File: config.mk
export PLATFORM = sky130hd
export DESIGN_NAME = if_stage
export DESIGN_NICKNAME = d
export VERILOG_FILES = /design/src/rtl/if_stage_pkg.sv /design/src/rtl/if_stage_if_id_reg.sv /design/src/rtl/if_stage.sv
export SDC_FILE = /design/constraint.sdc
export NUM_CORES = 1
export LEC_CHECK = 0
export BUFFER_PORTS_ARGS = -buffer_cell sky130_fd_sc_hd__buf_4
export CORE_ASPECT_RATIO = 1.4
export CORE_MARGIN = 1
export CORE_UTILIZATION = 59
export DETAILED_ROUTE_END_ITERATION = 10
export PLACE_DENSITY = 0.86
export SYNTH_ARGS = -nofsm -noshare
export SYNTH_HDL_FRONTEND = slang
export SYNTH_SLANG_ARGS = --single-unit
export TNS_END_PERCENT = 5
File: constraint.sdc
create_clock -name i_clk -period 5.7 [get_ports i_clk]
set_clock_uncertainty 0.05 [all_clocks]
set_input_delay 0.285 -clock i_clk [delete_from_list [all_inputs] [get_ports i_clk]]
set_output_delay 0.285 -clock i_clk [all_outputs]
set_load 0.02 [all_outputs]
File: src/rtl/if_stage_pkg.sv
// Shared definitions for the fetch stage: FSM encoding, NOP and fetch defaults.
package if_stage_pkg;

    // Fetch FSM: issue request, wait for response, response parked in hold buffer
    typedef enum logic [1:0] {
        S_REQ  = 2'd0,
        S_WAIT = 2'd1,
        S_FULL = 2'd2
    } fetch_state_e;

    // addi x0, x0, 0
    localparam logic [31:0] NOP_INSTR = 32'h0000_0013;

    localparam int unsigned PC_STEP = 4;

    localparam logic [63:0] RESET_PC_DEF = 64'h0;

endpackage

File: src/rtl/if_stage_if_id_reg.sv
// IF/ID pipeline register with load, hold and flush controls.
// Priority: reset > flush > load > hold > bubble.
module if_id_reg
    import if_stage_pkg::*;
#(
    parameter int unsigned BUS_WIDTH   = 64,
    parameter int unsigned INSTR_WIDTH = 32
) (
    input  logic                   i_clk,
    input  logic                   i_rst,
    input  logic                   i_flush,
    input  logic                   i_load,
    input  logic                   i_hold,
    input  logic [BUS_WIDTH-1:0]   i_pc,
    input  logic [INSTR_WIDTH-1:0] i_instr,
    output logic [BUS_WIDTH-1:0]   o_pc,
    output logic [INSTR_WIDTH-1:0] o_instr,
    output logic                   o_valid
);

    logic [BUS_WIDTH-1:0]   r_pc;
    logic [INSTR_WIDTH-1:0] r_instr;
    logic                   r_valid;

    // Load a new instruction, hold under stall, otherwise drop to a bubble
    always_ff @(posedge i_clk) begin
        if (i_rst) begin
            r_pc    <= '0;
            r_instr <= INSTR_WIDTH'(NOP_INSTR);
            r_valid <= 1'b0;
        end else if (i_flush) begin
            r_valid <= 1'b0;
        end else if (i_load) begin
            r_pc    <= i_pc;
            r_instr <= i_instr;
            r_valid <= 1'b1;
        end else if (!i_hold) begin
            r_valid <= 1'b0;
        end
    end

    assign o_pc    = r_pc;
    assign o_instr = r_instr;
    assign o_valid = r_valid;

endmodule

File: src/rtl/if_stage.sv
// Instruction fetch stage: single-outstanding req/gnt/rvalid fetch, one-entry
// hold buffer for responses that arrive while decode is stalled, and redirect
// handling that discards wrong-path fetches.
module if_stage
    import if_stage_pkg::*;
#(
    parameter int unsigned          BUS_WIDTH   = 64,
    parameter int unsigned          INSTR_WIDTH = 32,
    parameter logic [BUS_WIDTH-1:0] RESET_PC    = BUS_WIDTH'(RESET_PC_DEF)
) (
    input  logic                   i_clk,
    input  logic                   i_rst,
    input  logic                   i_stall,
    input  logic                   i_imm_pc,
    input  logic [BUS_WIDTH-1:0]   i_next_imm_pc,
    output logic                   o_imem_req,
    output logic [BUS_WIDTH-1:0]   o_imem_addr,
    input  logic                   i_imem_gnt,
    input  logic                   i_imem_rvalid,
    input  logic [INSTR_WIDTH-1:0] i_imem_rdata,
    output logic [BUS_WIDTH-1:0]   o_pc,
    output logic [INSTR_WIDTH-1:0] o_instr,
    output logic                   o_valid
);

    fetch_state_e           r_state;
    logic [BUS_WIDTH-1:0]   r_fetch_pc;
    logic                   r_imem_req;
    logic                   r_discard;
    logic [BUS_WIDTH-1:0]   r_hold_pc;
    logic [INSTR_WIDTH-1:0] r_hold_instr;

    logic                   w_valid;
    logic                   w_redir;
    logic [BUS_WIDTH-1:0]   w_target;
    logic [BUS_WIDTH-1:0]   w_pc_inc;
    logic                   w_load;
    logic [BUS_WIDTH-1:0]   w_load_pc;
    logic [INSTR_WIDTH-1:0] w_load_instr;

    // A redirect only counts when decode holds a live instruction and can move on
    assign w_redir  = i_imm_pc & w_valid & ~i_stall;
    assign w_target = i_next_imm_pc & ~{{(BUS_WIDTH-1){1'b0}}, 1'b1};
    assign w_pc_inc = r_fetch_pc + BUS_WIDTH'(PC_STEP);

    // Select what enters IF/ID: fresh response or the parked hold-buffer entry
    always_comb begin
        w_load       = 1'b0;
        w_load_pc    = r_fetch_pc;
        w_load_instr = i_imem_rdata;
        case (r_state)
            S_WAIT: begin
                if (i_imem_rvalid && !r_discard && !w_redir && (!w_valid || !i_stall)) begin
                    w_load = 1'b1;
                end
            end
            S_FULL: begin
                if (!i_stall && !w_redir) begin
                    w_load       = 1'b1;
                    w_load_pc    = r_hold_pc;
                    w_load_instr = r_hold_instr;
                end
            end
            default: ;
        endcase
    end

    // Fetch FSM with fetch PC, discard flag, hold buffer and registered imem_req
    always_ff @(posedge i_clk) begin
        if (i_rst) begin
            r_state      <= S_REQ;
            r_fetch_pc   <= RESET_PC;
            r_imem_req   <= 1'b1;
            r_discard    <= 1'b0;
            r_hold_pc    <= '0;
            r_hold_instr <= '0;
        end else begin
            case (r_state)
                S_REQ: begin
                    if (i_imem_gnt) begin
                        r_state    <= S_WAIT;
                        r_imem_req <= 1'b0;
                        if (w_redir) begin
                            // Old address already granted; its response must be dropped
                            r_discard  <= 1'b1;
                            r_fetch_pc <= w_target;
                        end
                    end else if (w_redir) begin
                        r_fetch_pc <= w_target;
                    end
                end
                S_WAIT: begin
                    if (i_imem_rvalid) begin
                        if (r_discard) begin
                            r_discard  <= 1'b0;
                            r_state    <= S_REQ;
                            r_imem_req <= 1'b1;
                            if (w_redir) begin
                                r_fetch_pc <= w_target;
                            end
                        end else if (w_redir) begin
                            r_fetch_pc <= w_target;
                            r_state    <= S_REQ;
                            r_imem_req <= 1'b1;
                        end else if (!w_valid || !i_stall) begin
                            r_fetch_pc <= w_pc_inc;
                            r_state    <= S_REQ;
                            r_imem_req <= 1'b1;
                        end else begin
                            r_hold_pc    <= r_fetch_pc;
                            r_hold_instr <= i_imem_rdata;
                            r_state      <= S_FULL;
                        end
                    end else if (w_redir) begin
                        r_discard  <= 1'b1;
                        r_fetch_pc <= w_target;
                    end
                end
                S_FULL: begin
                    if (w_redir) begin
                        r_fetch_pc <= w_target;
                        r_state    <= S_REQ;
                        r_imem_req <= 1'b1;
                    end else if (!i_stall) begin
                        r_fetch_pc <= w_pc_inc;
                        r_state    <= S_REQ;
                        r_imem_req <= 1'b1;
                    end
                end
                default: begin
                    r_state    <= S_REQ;
                    r_imem_req <= 1'b1;
                end
            endcase
        end
    end

    if_id_reg #(
        .BUS_WIDTH   (BUS_WIDTH),
        .INSTR_WIDTH (INSTR_WIDTH)
    ) u_if_id_reg (
        .i_clk   (i_clk),
        .i_rst   (i_rst),
        .i_flush (w_redir),
        .i_load  (w_load),
        .i_hold  (i_stall),
        .i_pc    (w_load_pc),
        .i_instr (w_load_instr),
        .o_pc    (o_pc),
        .o_instr (o_instr),
        .o_valid (w_valid)
    );

    assign o_valid     = w_valid;
    assign o_imem_req  = r_imem_req;
    assign o_imem_addr = r_fetch_pc;

endmodule

---- After elaboration in Yosys (flattened, before gate mapping) ----
Cells that the tools add are included.
operators by class
  muxes and demuxes ....................... 37
  eq/ne operators ......................... 8
  add/subtract/negate cells ............... 1
  reduce and logical (&&, ||, !) cells .... 19
  bitwise gates (word level) .............. 6
operator list
  operator                                       count
  2-to-1 mux 64 bit                              9
  case mux 64 bit (3 select lines)               1
  adder 64 x 3 -> 64 bit, second input constant  1
  2-to-1 mux 32 bit                              2
  2-to-1 mux 1 bit                               14
  2-to-1 mux 2 bit                               7
  case mux 2 bit (3 select lines)                1
  AND reduction 3 bit                            2
  inequality test 5 bit, second input constant   1
  AND reduction 5 bit                            1
  logical AND 1 bit                              4
  zero test 1 bit                                4
  inequality test 2 bit, second input constant   2
  inequality test 4 bit, second input constant   1
  NOT 1 bit                                      4
  case mux 1 bit (2 select lines)                2
  AND reduction 2 bit                            2
  AND reduction 4 bit                            1
  inequality test 3 bit, second input constant   1
  case mux 1 bit (3 select lines)                1
  nonzero test 3 bit                             1
  bitwise AND 1 bit                              2
  == test 2 x 1 -> 1 bit, second input constant  1
  == test 2 bit, second input constant           1
  5 further kinds                                5
word-level totals
  word-level logic and storage cells ...... 80
  input bits .............................. 102
  register bits after elaboration ......... 261

---- Depth between registers and ports, before layout ----
Gate-level depths: netlist (run 1).
  depth in word-level cells ............... 8
  depth in mapped cells ................... 10

---- Modules after synthesis ----
From an unflattened synthesis (run 1), not the netlist that was laid out.
second synthesis, totals
  cells, all modules ...................... 1625
  area total of the unflattened synthesis .. 13614.3 µm²
by module, submodules not included
  module     cells an instance  instances  area each (µm²)
  if_stage   1186               1          9206.3
  if_id_reg  439                1          4408.0

---- Worst setup path before layout (run 1) ----
No wires, ideal clock.
  path kind ............................... reg2reg
  start ................................... register r_fetch_pc[19], in the netlist o_imem_addr[19]
  end ..................................... register r_fetch_pc[53], in the netlist o_imem_addr[53]
  data arrival time ....................... 2421 ps
  data required time ...................... 5516 ps
  setup slack ............................. 3095 ps
  clock period less this slack ............ 2605 ps
  stages on the path, launching flop included .. 9
  path through ............................ dfxtp_1 buf_2 nand3_2 or4_4 or3_1 buf_6 nor4_1 mux2i_1 o22ai_1
on the way
  word-level cells in the longest chain between the ends .. 6
  elaborated cells on any way between the ends .. 8
  classes of those cells .................. add/sub: 1; mux: 7
RTL lines
  what                                RTL line         text
  start, declared                     if_stage.sv:27   logic [BUS_WIDTH-1:0] r_fetch_pc;
  start signal, assigned              if_stage.sv:86   r_fetch_pc <= w_target;
  start signal, assigned              if_stage.sv:89   r_fetch_pc <= w_target;
  start signal, assigned              if_stage.sv:99   r_fetch_pc <= w_target;
  adder 64 x 3 -> 64 bit *            if_stage.sv:44   assign w_pc_inc = r_fetch_pc + BUS_WIDTH'(PC_STEP);
  2-to-1 mux 64 bit                   if_stage.sv:105  end else if (!w_valid || !i_stall) begin
  2-to-1 mux 64 bit                   if_stage.sv:101  end else if (w_redir) begin
  2-to-1 mux 64 bit                   if_stage.sv:94   if (r_discard) begin
  2-to-1 mux 64 bit                   if_stage.sv:93   if (i_imem_rvalid) begin
  case mux 64 bit (3 select lines) *  if_stage.sv:78   case (r_state)
Mark *: on every way between the ends. The rest lies on a longest branch, timed or not. The select of a mux whose other input is x is not followed.
A chain may end at the register's enable or synchronous reset.

---- Worst setup path after layout (run 1) ----
  start ................................... register r_fetch_pc[2], in the netlist o_imem_addr[2]
  end ..................................... register r_fetch_pc[58], in the netlist o_imem_addr[58]
Same word-level chain as after synthesis.

==> results by group, run 1 <==
Status
  • Status: complete, no violations

Power
  • Switching Power: 1014 uW
  • P_int: approximately 3000 uW
  • Clock share of power: 41.5%
  • P_leak: 0.006181 uW
  • Sequential cell fraction of total power: 47.5%
  • Worst vdd ir: 0.3040 mV
  • Combinational share of power: ~11%
  • Switching share of total power: 25.52%
  • Power per cell area: 260.2 nW/um^2

Timing
  • Tcrit/Tclk final: 56.62%
  • Max-slew violations: 0
  • F_max: 309.9 MHz
  • # setup viols final: 0
  • Final hold slack: approximately 7.3 ps
  • RSZ-0062 raised after global routing: false
  • Worst slew pin tran: roughly 1300 ps
  • Slew margin rel.: 10.77%
  • Minimum clock period after layout: between 3000 and 4000 ps
  • Worst setup margin: roughly 2500 ps
  • Setup TNS: 0 ps
  • Final-report hold violation count: 0

Logic synthesis
  • Yosys reg bits: around 260
  • Largest family of logic cells by synthesized area: simple AND/OR/NAND/NOR gates
  • Compound-gate portion of the synthesized area: 21.44%
  • Syn_nets: 1620
  • Post-Syn Area: between 10000 and 15000 sq um
  • Main flop type after synthesis: dfxtp_1
  • Synth cell count leaders: 263 x nand2_1, 261 x dfxtp_1, 167 x nor2_1, 132 x a21oi_1, 110 x mux2i_1
  • XOR/XNOR Fraction of Synth Area: 0%
  • Multiplexer area fraction after synthesis: under 10%
  • Leading area contributor after synthesis: dfxtp_1
  • Simple-gate area share of the yosys netlist: 21.51%
  • Synth Area in Adders: less than 1%
  • Top-area cell type share of the netlist area: 42.92%
  • Async SR Flop Fraction: 0%
  • Syn. warnings: 0
  • Top cells by area, synth: dfxtp_1 43%, mux2i_1 9.0%, nand2_1 8.1%
  • Count leader, synth: nand2_1
  • Sequential share of the synthesized area: 42.92%
  • Mapped Avg Cell Area: 8.046 sq um
  • Synth unique cells: 64
  • Post-synth EDFFs: 0
  • Mapped Cells: ~1500

Routing
  • Post-DR vias/cell: ~6.3
  • DRC viols: 0
  • Routed Antenna Nets: 0
  • Drt total wl: 38.64 mm
  • DR vias: about 13000
  • Initial DRC Count: 1242
  • Wire per inst: slightly below 20 microns
  • Drt pass-1 iters: 5

Worst setup path
  • Critical path origin: o_imem_addr[2]
  • Worst Path Required: roughly 6000 ps
  • Reg2reg end: o_imem_addr[58]
  • Critical path fanouts, max: 8
  • Worst setup path class: flop to flop
  • Worst r2r src: o_imem_addr[2]
  • Crit path capture type: flop
  • Critical path arrival: about 3600 ps
  • Worst r2r path cells: 7
  • Flop-to-flop setup slack: 2470 ps
  • Type of element launching the critical path: flop

Final layout
  • # fillers: 1475
  • Final instance area: around 15000 sq um
  • Layout Cells excl Fill: about 2000
  • Proportion of layout cells with a drive suffix above 1: between 15 and 20%
  • Synth-to-layout area growth: 25.42%
  • Nets@finish: 1827

Worst hold path
  • Worst hold path type: input pin to flop
  • Hold_sp: i_next_imm_pc[61]
  • Hold Crit Depth: 3
  • WHS Endpoint: o_imem_addr[61]

Global routing
  • All-Layer GR Usage: 35.37%
  • Vias in the first global route: between 10000 and 15000
  • Initial antenna violation count: 1
  • Congestion Overflow GR: 0
  • Largest net degree at the start of global routing: about 130
  • Wire length of the first global-routing pass: slightly below 60 mm

Clocking
  • CTS tree: built
  • Max H-tree Level: 1
  • Clk buf depth: 3
  • Total CTS buffers: 25
  • Clk sinks: approximately 260
  • Clock transition at path regs: ~70 ps
  • Skew-Pair Late Insertion Delay: 530 ps
  • Clock root buffer master: clkbuf_16
  • # resized after CTS: 0

Flow run
  • Max_cap viols: 0

Place
  • Post-DP HPWL: 24.53 mm
  • Pre-CTS setup slack: 2580 ps
  • Placed Cells: 1910
  • Number of port buffers: 262
  • Placed cell area: 14110 sq um
  • GPL Wtd Cong: 0.9617

Floorplan
  • Die height: 172.0 microns
  • Starting density of the core: 60.64%
  • Core area: between 20000 and 25000 sq um
  • I/O pin total: 264
  • Die X: 123.4 microns
  • Die area: 21220 sq um
  • Rows: 61
==> flip-flops by register name, indices dropped and copies added (netlist names) <==
signal and count:
o_imem_addr 64, u_if_id_reg.o_pc 64, u_if_id_reg.o_valid 1, o_imem_req 1, r_hold_instr 32, r_discard 1, u_if_id_reg.o_instr 32, r_hold_pc 64
r_state 2
==> power by group through the flow <==
stage,clock network [uW],logic [uW],registers [uW]
5_1_grt,1730,460,1890
4_1_cts,1650,423,1890
3_5_place_dp,0,401,1930
2_1_floorplan,0,184,1970
3_3_place_gp,0,391,1930
6_report,1650,434,1890
==> critical path, stage by stage (launching register included) <==
cell	delay [ps]
dfxtp_1	520
ha_1	270
and2_1	260
nand4_1	330
nor4_1	1100
nand3_1	230
mux2i_1	220
o22ai_1	90
==> per-layer routing <==
metal  vias to the layer above  wire [microns]  GRT usage [%]
li1                       5866               -              -
met1                      5854           13960          39.94
met2                       655           18990          60.41
met3                       150            3789          8.278
met4                         0            1900          20.27
met5                         -               0              0
==> kinds of logic (layout without fill, tap and decap cells) <==
group,Yosys count,after routing
AO/OA/AOI/OAI,403,403
multiplexers,111,111
AND/OR/NAND/NOR,593,593
flip-flops,261,261
adder cells (fa/ha/maj),5,5
buffers and inverters,140,365
other,0,1
==> layout make-up <==
cell class | count | area (sq um) | share of cell area (%)
multi-input combinational | 1112 | 6456 | 42.29
clock inverter | 10 | 88.84 | 0.5819
inverter | 8 | 30.03 | 0.1967
tap | 252 | 315.3 | 2.065
clock buffer | 35 | 713.2 | 4.671
sequential | 261 | 5225 | 34.22
timing repair buffer | 312 | 2436 | 15.96
antenna | 1 | 2.502 | 0.01639
==> stage by stage <==
stage               utilization [%]  total power, uW
finish                        76.06             3972
CTS                           76.05             3962
detailed placement            70.30             2329
global placement              70.30             2318
floorplan                         -             2150
global route                  76.06             4079
==> placed cells by master, fill, tap and decap left out, types with 5 or more instances in the layout <==
| cell | netlist | routed |
|---|---|---|
| buf_4 | 0 | 276 |
| nand2_1 | 263 | 261 |
| dfxtp_1 | 261 | 261 |
| nor2_1 | 167 | 166 |
| a21oi_1 | 132 | 132 |
| mux2i_1 | 110 | 110 |
| a211oi_1 | 108 | 108 |
| o21ai_0 | 43 | 43 |
| dlygate4sd3_1 | 0 | 35 |
| nand3_1 | 34 | 34 |
| nor3_1 | 28 | 28 |
| clkbuf_16 | 0 | 25 |
| nand4_1 | 24 | 24 |
| nor4_1 | 19 | 19 |
| a31oi_1 | 18 | 18 |
| and3_1 | 15 | 15 |
| o22ai_1 | 14 | 14 |
| o211ai_1 | 14 | 14 |
| a22oi_1 | 12 | 12 |
| a221oi_1 | 10 | 10 |
| a311oi_1 | 9 | 9 |
| inv_1 | 8 | 8 |
| o21a_1 | 8 | 8 |
| and2_1 | 7 | 7 |
| and4_1 | 7 | 7 |
| clkbuf_8 | 0 | 6 |
| ha_1 | 5 | 5 |
| clkbuf_1 | 103 | 5 |
| clkinv_2 | 0 | 5 |
==> repair_timing <==
item                       CTS  global route
hold buffers                35             0
setup endpoints to repair    0             0
buffers inserted             0             0
hold endpoints to repair    35             0
==> worst max-delay path by stage <==
stage                                   end  depth (start not counted)  slack [ps]
finish                      o_imem_addr[58]                          7        2470
global route                o_imem_addr[36]                          6        2360
CTS                    u_if_id_reg.o_pc[47]                          7        2560
detailed placement  u_if_id_reg.o_instr[26]                          7        2580
global placement        u_if_id_reg.o_pc[9]                          7        2710
floorplan                   o_imem_addr[53]                          8        3100
Note: power is estimated with default switching activity, not from simulation.
==> run 2, diff against run 1 <==
--- a/config.mk
+++ b/config.mk
@@ -8,9 +8,9 @@
 export BUFFER_PORTS_ARGS = -buffer_cell sky130_fd_sc_hd__buf_4
 export CORE_ASPECT_RATIO = 1.4
 export CORE_MARGIN = 1
-export CORE_UTILIZATION = 59
+export CORE_UTILIZATION = 55
 export DETAILED_ROUTE_END_ITERATION = 10
-export PLACE_DENSITY = 0.86
+export PLACE_DENSITY = 0.81
 export SYNTH_ARGS = -nofsm -noshare
 export SYNTH_HDL_FRONTEND = slang
 export SYNTH_SLANG_ARGS = --single-unit
==> constraint.sdc (replaced) <==
create_clock -name i_clk -period 3.3 [get_ports i_clk]
set_clock_uncertainty 0.05 [all_clocks]
set_input_delay 0.165 -clock i_clk [delete_from_list [all_inputs] [get_ports i_clk]]
set_output_delay 0.165 -clock i_clk [all_outputs]
set_load 0.02 [all_outputs]
==> results by group, run 2 (synthesis results as in run 1) <==
Status
  • Status: complete, no violations

Clocking
  • Clk buf depth: 3 (unchanged)
  • Clock transition at path regs: 70 ps (about the same)
  • Clk sinks: 261 (unchanged)
  • Skew-Pair Late Insertion Delay: 520 ps (about the same)
  • CTS tree: built
  • Max H-tree Level: 1 (unchanged)
  • Post-CTS setup buffers: 0 (unchanged)
  • # hold bufs at CTS: 65 (+86%)
  • Clock root buffer master: clkbuf_16
  • # resized after CTS: 0 (unchanged)
  • Total CTS buffers: 25 (unchanged)

Timing
  • # setup viols final: 0 (unchanged)
  • Setup TNS: 0 ps (unchanged)
  • Tcrit/Tclk final: 90.85% (+34 points)
  • Final-report hold violation count: 0 (unchanged)
  • Worst setup margin: 302.1 ps (-2171 ps)
  • Max-slew violations: 0 (unchanged)
  • F_max: 333.6 MHz (+7.6%)
  • Minimum clock period after layout: 2998 ps (-229.2 ps)
  • Worst slew pin tran: 1221 ps (-105.1 ps)
  • Slew margin rel.: 18.29% (+7.5 points)
  • RSZ-0062 raised after global routing: false

Place
  • Pre-CTS setup slack: 436.2 ps (-2143 ps)
  • Number of port buffers: 262 (unchanged)
  • Placed cell area: 14410 sq um (+2.1%)
  • GPL Wtd Cong: 0.9266 (-3.6%)
  • Post-DP HPWL: 25.29 mm (+3.1%)

Global routing
  • Congestion Overflow GR: 0 (unchanged)
  • Vias in the first global route: 11995 (+2.1%)
  • Wire length of the first global-routing pass: 61.15 mm (+2.5%)
  • All-Layer GR Usage: 33.45% (-1.9 points)
  • Largest net degree at the start of global routing: 146 (+16%)
  • Initial antenna violation count: 0 (-1)

Flow run
  • Max_cap viols: 0 (unchanged)

Routing
  • DR vias: 12701 (+1.4%)
  • Initial DRC Count: 1163 (-6.4%)
  • Wire per inst: 18.74 microns (-3.5%)
  • Routed Antenna Nets: 0 (unchanged)
  • Post-DR vias/cell: 6.086 (-3.3%)
  • DRC viols: 0 (unchanged)
  • Drt total wl: 39.10 mm (+1.2%)
  • Drt pass-1 iters: 6 (+1)

Worst setup path
  • Worst r2r path cells: 7 (unchanged)
  • Type of element launching the critical path: flop
  • Crit path capture type: flop
  • Critical path fanouts, max: 12 (+4)
  • Critical path arrival: 3330 ps (-220 ps)
  • Worst setup path class: flop to flop
  • Worst Path Required: 3630 ps (-2390 ps)

Worst hold path
  • Worst hold path type: input pin to flop
  • Hold Crit Depth: 3 (unchanged)

Floorplan
  • Die X: 127.7 microns (+3.5%)
  • Die area: 22740 sq um (+7.2%)
  • Die height: 178.0 microns (+3.5%)
  • Rows: 64 (+4.9%)
  • I/O pin total: 264 (unchanged)
  • Starting density of the core: 55.89% (-4.8 points)
  • Core area: 21780 sq um (+8.5%)

Power
  • Power per cell area: 438.6 nW/um^2 (+69%)
  • Worst vdd ir: 0.4885 mV (+61%)
  • Pwr Total: 6962 uW (+75%)
  • P_leak: 0.006453 uW (+4.4%)

Final layout
  • Nets@finish: 1881 (+3.0%)
  • Most frequent cells in the layout: 295 x buf_4, 261 x nand2_1, 261 x dfxtp_1
  • Proportion of layout cells with a drive suffix above 1: 19.72% (+0.45 points)
  • # fillers: 1674 (+13%)
  • Most common cell after layout, fill and taps aside: buf_4
  • Antenna diodes: 0 (-1)
  • Final instance area: 15870 sq um (+4.0%)
  • Synth-to-layout area growth: 30.39%
run 2: changes by cell type in the layout (fill, tap and decap cells not counted):
cell and delta:
buf_12 +5, buf_4 +19, bufinv_16 +1, clkinvlp_4 -1, clkbuf_1 +4, dlygate4sd3_1 +30, clkinv_4 -2, clkinv_2 -5
diode_2 -1, clkbuf_8 +1
run 2: metal layers:
layer / vias to the layer above / share of wire, % / GRT usage, %
li1: 5986 / - / -
met2: 598 / 50 / 58.97
met3: 133 / 8.6 / 6.929
met1: 5984 / 37 / 38.24
met5: - / 0 / 0
met4: 0 / 4.3 / 16.42
run 2: through the flow:
step,util [%],instances,hold slack (ps)
floorplan,-,1513,224.8
detailed placement,66.16,1979,359.7
global placement,66.16,1979,355.0
CTS,72.87,2087,0.7757
global route,72.87,2087,3.985
finish,72.87,2087,1.681
run 2: final timing paths:
kind | from | to | slack [ps]
worst max-delay path | r_state[0] | o_imem_addr[10] | 300
worst min-delay path | i_next_imm_pc[12] | o_imem_addr[12] | 2
worst max register to register | r_state[0] | o_imem_addr[10] | 300
worst min register to register | r_hold_pc[20] | r_hold_pc[20] | 400
run 2: worst max-delay path, cell delays in order, from the launching register on:
cell       delay, ps
dfxtp_1          400
inv_1             90
ha_1             290
a21oi_1          330
o21ai_4          120
nor2_1           940
a31oi_1          180
a2111oi_0        470
run 2: layout make-up:
class | count | area (sq um) | share of cell area, %
repair buffers | 366 | 2979 | 18.77
flip-flops and latches | 261 | 5225 | 32.92
well taps | 297 | 371.6 | 2.341
clock buffers | 40 | 742.0 | 4.674
multi-input cells | 1112 | 6456 | 40.67
inverters | 8 | 30.03 | 0.1892
clock inverters | 3 | 68.82 | 0.4335
run 2: power breakdown:
group / internal (uW) / total (uW) / switching, uW
clock: 1690 / 2900 / 1220
combinational: 338 / 798 / 459
sequential: 3210 / 3260 / 45.1
==> run 3, diff against run 2 <==
--- a/config.mk
+++ b/config.mk
@@ -6,7 +6,6 @@
 export NUM_CORES = 1
 export LEC_CHECK = 0
 export BUFFER_PORTS_ARGS = -buffer_cell sky130_fd_sc_hd__buf_4
-export CORE_ASPECT_RATIO = 1.4
 export CORE_MARGIN = 1
 export CORE_UTILIZATION = 55
 export DETAILED_ROUTE_END_ITERATION = 10
==> results by group, run 3 (synthesis results as in run 1) <==
Status
  • Status: complete, no violations

Power
  • Sequential cell fraction of total power: 46.0% (-0.8 points)
  • P_int: 5290 uW (+0.92%)
  • Worst vdd ir: 0.4159 mV (-15%)
  • Power per cell area: 442.0 nW/um^2 (+0.78%)
  • Clock share of power: 42.5% (+0.8 points)
  • Combinational share of power: 11.5% (about the same)
  • P_leak: 0.006539 uW (+1.3%)
  • Switching Power: 1802 uW (+4.7%)
  • Switching share of total power: 25.40% (+0.70 points)

Worst setup path
  • Worst r2r src: o_imem_addr[19]
  • Critical path fanouts, max: 10 (-2)
  • Crit path capture type: flop
  • Flop-to-flop setup slack: 510 ps (+210 ps)
  • Worst r2r path cells: 6 (-1)
  • Crit path cell chain: nand3_2, or4_4, or3_1, nor4_1, mux2i_1, o22ai_1
  • Worst stage delay on the critical path: 620 ps (-320 ps)
  • Type of element launching the critical path: flop
  • Reg2reg end: o_imem_addr[61]
  • Worst Path Required: 3650 ps (+20 ps)
  • Critical path arrival: 3140 ps (-190 ps)
  • Critical path's slowest cell: or4_4
  • Worst setup path class: flop to flop

Floorplan
  • Die X: 150.8 microns (+18%)
  • Die area: 22730 sq um (about the same)
  • Starting density of the core: 55.95% (+0.064 points)
  • Die height: 150.8 microns (-15%)
  • Core area: 21760 sq um (-0.11%)
  • I/O pin total: 264 (unchanged)
  • Rows: 54 (-16%)

Global routing
  • Vias in the first global route: 12061 (+0.55%)
  • All-Layer GR Usage: 33.63% (+0.19 points)
  • GR Util met2: 54.17% (-4.8 points)
  • Initial antenna violation count: 1 (+1)
  • Wire length of the first global-routing pass: 61.63 mm (+0.78%)
  • Busiest layer in global routing: met2
  • Congestion Overflow GR: 0 (unchanged)
  • Grt met3 use: 7.892% (+0.96 points)
  • GRT met1 Usage: 43.21% (+5.0 points)
  • Largest net degree at the start of global routing: 120 (-18%)

Worst hold path
  • Worst hold path type: input pin to flop
  • Hold_sp: i_next_imm_pc[27]
  • Hold Crit Depth: 4 (+1)
  • WHS Endpoint: o_imem_addr[27]

Clocking
  • Clk buf depth: 3 (unchanged)
  • # resized after CTS: 0 (unchanged)
  • Clock root buffer master: clkbuf_16
  • Skew-Pair Late Insertion Delay: 550 ps (+30 ps)
  • Clock transition at path regs: 60 ps (about the same)
  • Max H-tree Level: 1 (unchanged)
  • CTS tree: built
  • Post-CTS setup buffers: 0 (unchanged)
  • Total CTS buffers: 27 (+8.0%)
  • Clk sinks: 261 (unchanged)
  • # hold bufs at CTS: 77 (+18%)

Final layout
  • Most common cell after layout, fill and taps aside: buf_4
  • # fillers: 1597 (-4.6%)
  • Core Util, Final: 73.75% (+0.87 points)
  • Synth-to-layout area growth: 31.80%
  • Nets@finish: 1895 (+0.74%)
  • Proportion of layout cells with a drive suffix above 1: 20.01% (+0.29 points)
  • Most frequent cells in the layout: 294 x buf_4, 261 x nand2_1, 261 x dfxtp_1

Timing
  • Max-slew violations: 0 (unchanged)
  • Tcrit/Tclk final: 84.57% (-6.3 points)
  • F_max: 358.3 MHz (+7.4%)
  • Setup TNS: 0 ps (unchanged)
  • Final-report hold violation count: 0 (unchanged)
  • Minimum clock period after layout: 2791 ps (-207.1 ps)
  • RSZ-0062 raised after global routing: false
  • Worst slew pin tran: 806.1 ps (-415.0 ps)
  • # setup viols final: 0 (unchanged)
  • Slew margin rel.: 46.26% (+28 points)

Place
  • GPL Wtd Cong: 0.9139 (-1.4%)
  • Post-DP HPWL: 25.20 mm (-0.38%)
  • Number of port buffers: 262 (unchanged)

Routing
  • DRC viols: 0 (unchanged)
  • Initial DRC Count: 1016 (-13%)
  • Drt pass-1 iters: 5 (-1)
  • Wire per inst: 18.98 microns (+1.3%)
  • Drt total wl: 39.67 mm (+1.5%)
  • Routed Antenna Nets: 0 (unchanged)
  • DR vias: 12825 (+0.98%)
  • Post-DR vias/cell: 6.136 (+0.83%)

Flow run
  • Max_cap viols: 0 (unchanged)
run 3: worst max-delay path by stage:
| stage | startpoint | to | slack [ps] | depth (start not counted) |
|---|---|---|---|---|
| final | o_imem_addr[19] | o_imem_addr[61] | 510 | 6 |
| after global routing | o_imem_addr[19] | o_imem_addr[31] | 350 | 6 |
| after CTS | o_imem_addr[19] | o_imem_addr[61] | 540 | 6 |
| after detailed placement | o_imem_addr[19] | o_imem_addr[61] | 540 | 6 |
| after global placement | o_imem_addr[20] | o_imem_addr[53] | 560 | 6 |
| after floorplan | o_imem_addr[19] | o_imem_addr[53] | 700 | 8 |
run 3: routing by layer:
layer | share of wire, % | up-vias | routed length, microns
met5 | 0.043 | - | 17
met4 | 3.6 | 2 | 1417
met3 | 10 | 123 | 4100
met2 | 46 | 679 | 18240
met1 | 40 | 6007 | 15900
li1 | - | 6014 | -
run 3: power by group through the flow:
stage          logic [uW]  registers (uW)  clock network (uW)
2_1_floorplan         317            3400                   0
3_3_place_gp          710            3330                   0
3_5_place_dp          718            3330                   0
4_1_cts               795            3260                3020
5_1_grt               871            3270                3150
6_report              816            3260                3010
run 3: through the flow:
step	hold WS, ps	cells	total power (uW)	worst slack [ps]	area [sq um]
3_3_place_gp	351.8	1962	4035	559.5	14400
3_5_place_dp	367.5	1962	4046	544.1	14400
2_1_floorplan	224.8	1513	3714	695.3	12170
5_1_grt	41.30	2089	7289	354.4	16040
6_report	32.42	2090	7092	509.1	16040
4_1_cts	13.19	2089	7080	535.1	16040
run 3: final cells by class:
type,instances,area [sq um],area share [%]
diodes,1,2.502,0.01560
clock buffers,40,784.5,4.890
clock inverters,10,83.83,0.5225
inverters,8,30.03,0.1872
multi-input cells,1112,6456,40.24
flip-flops and latches,261,5225,32.57
well taps,280,350.3,2.184
repair buffers,378,3112,19.39
run 3: critical path, delay by kind of cell (launching register included):
family / cells / cell delay (ps)
and+or+nand+nor: 4 / 1760
DFF: 1 / 520
muxes: 1 / 220
AOI/OAI and AO/OA: 1 / 100
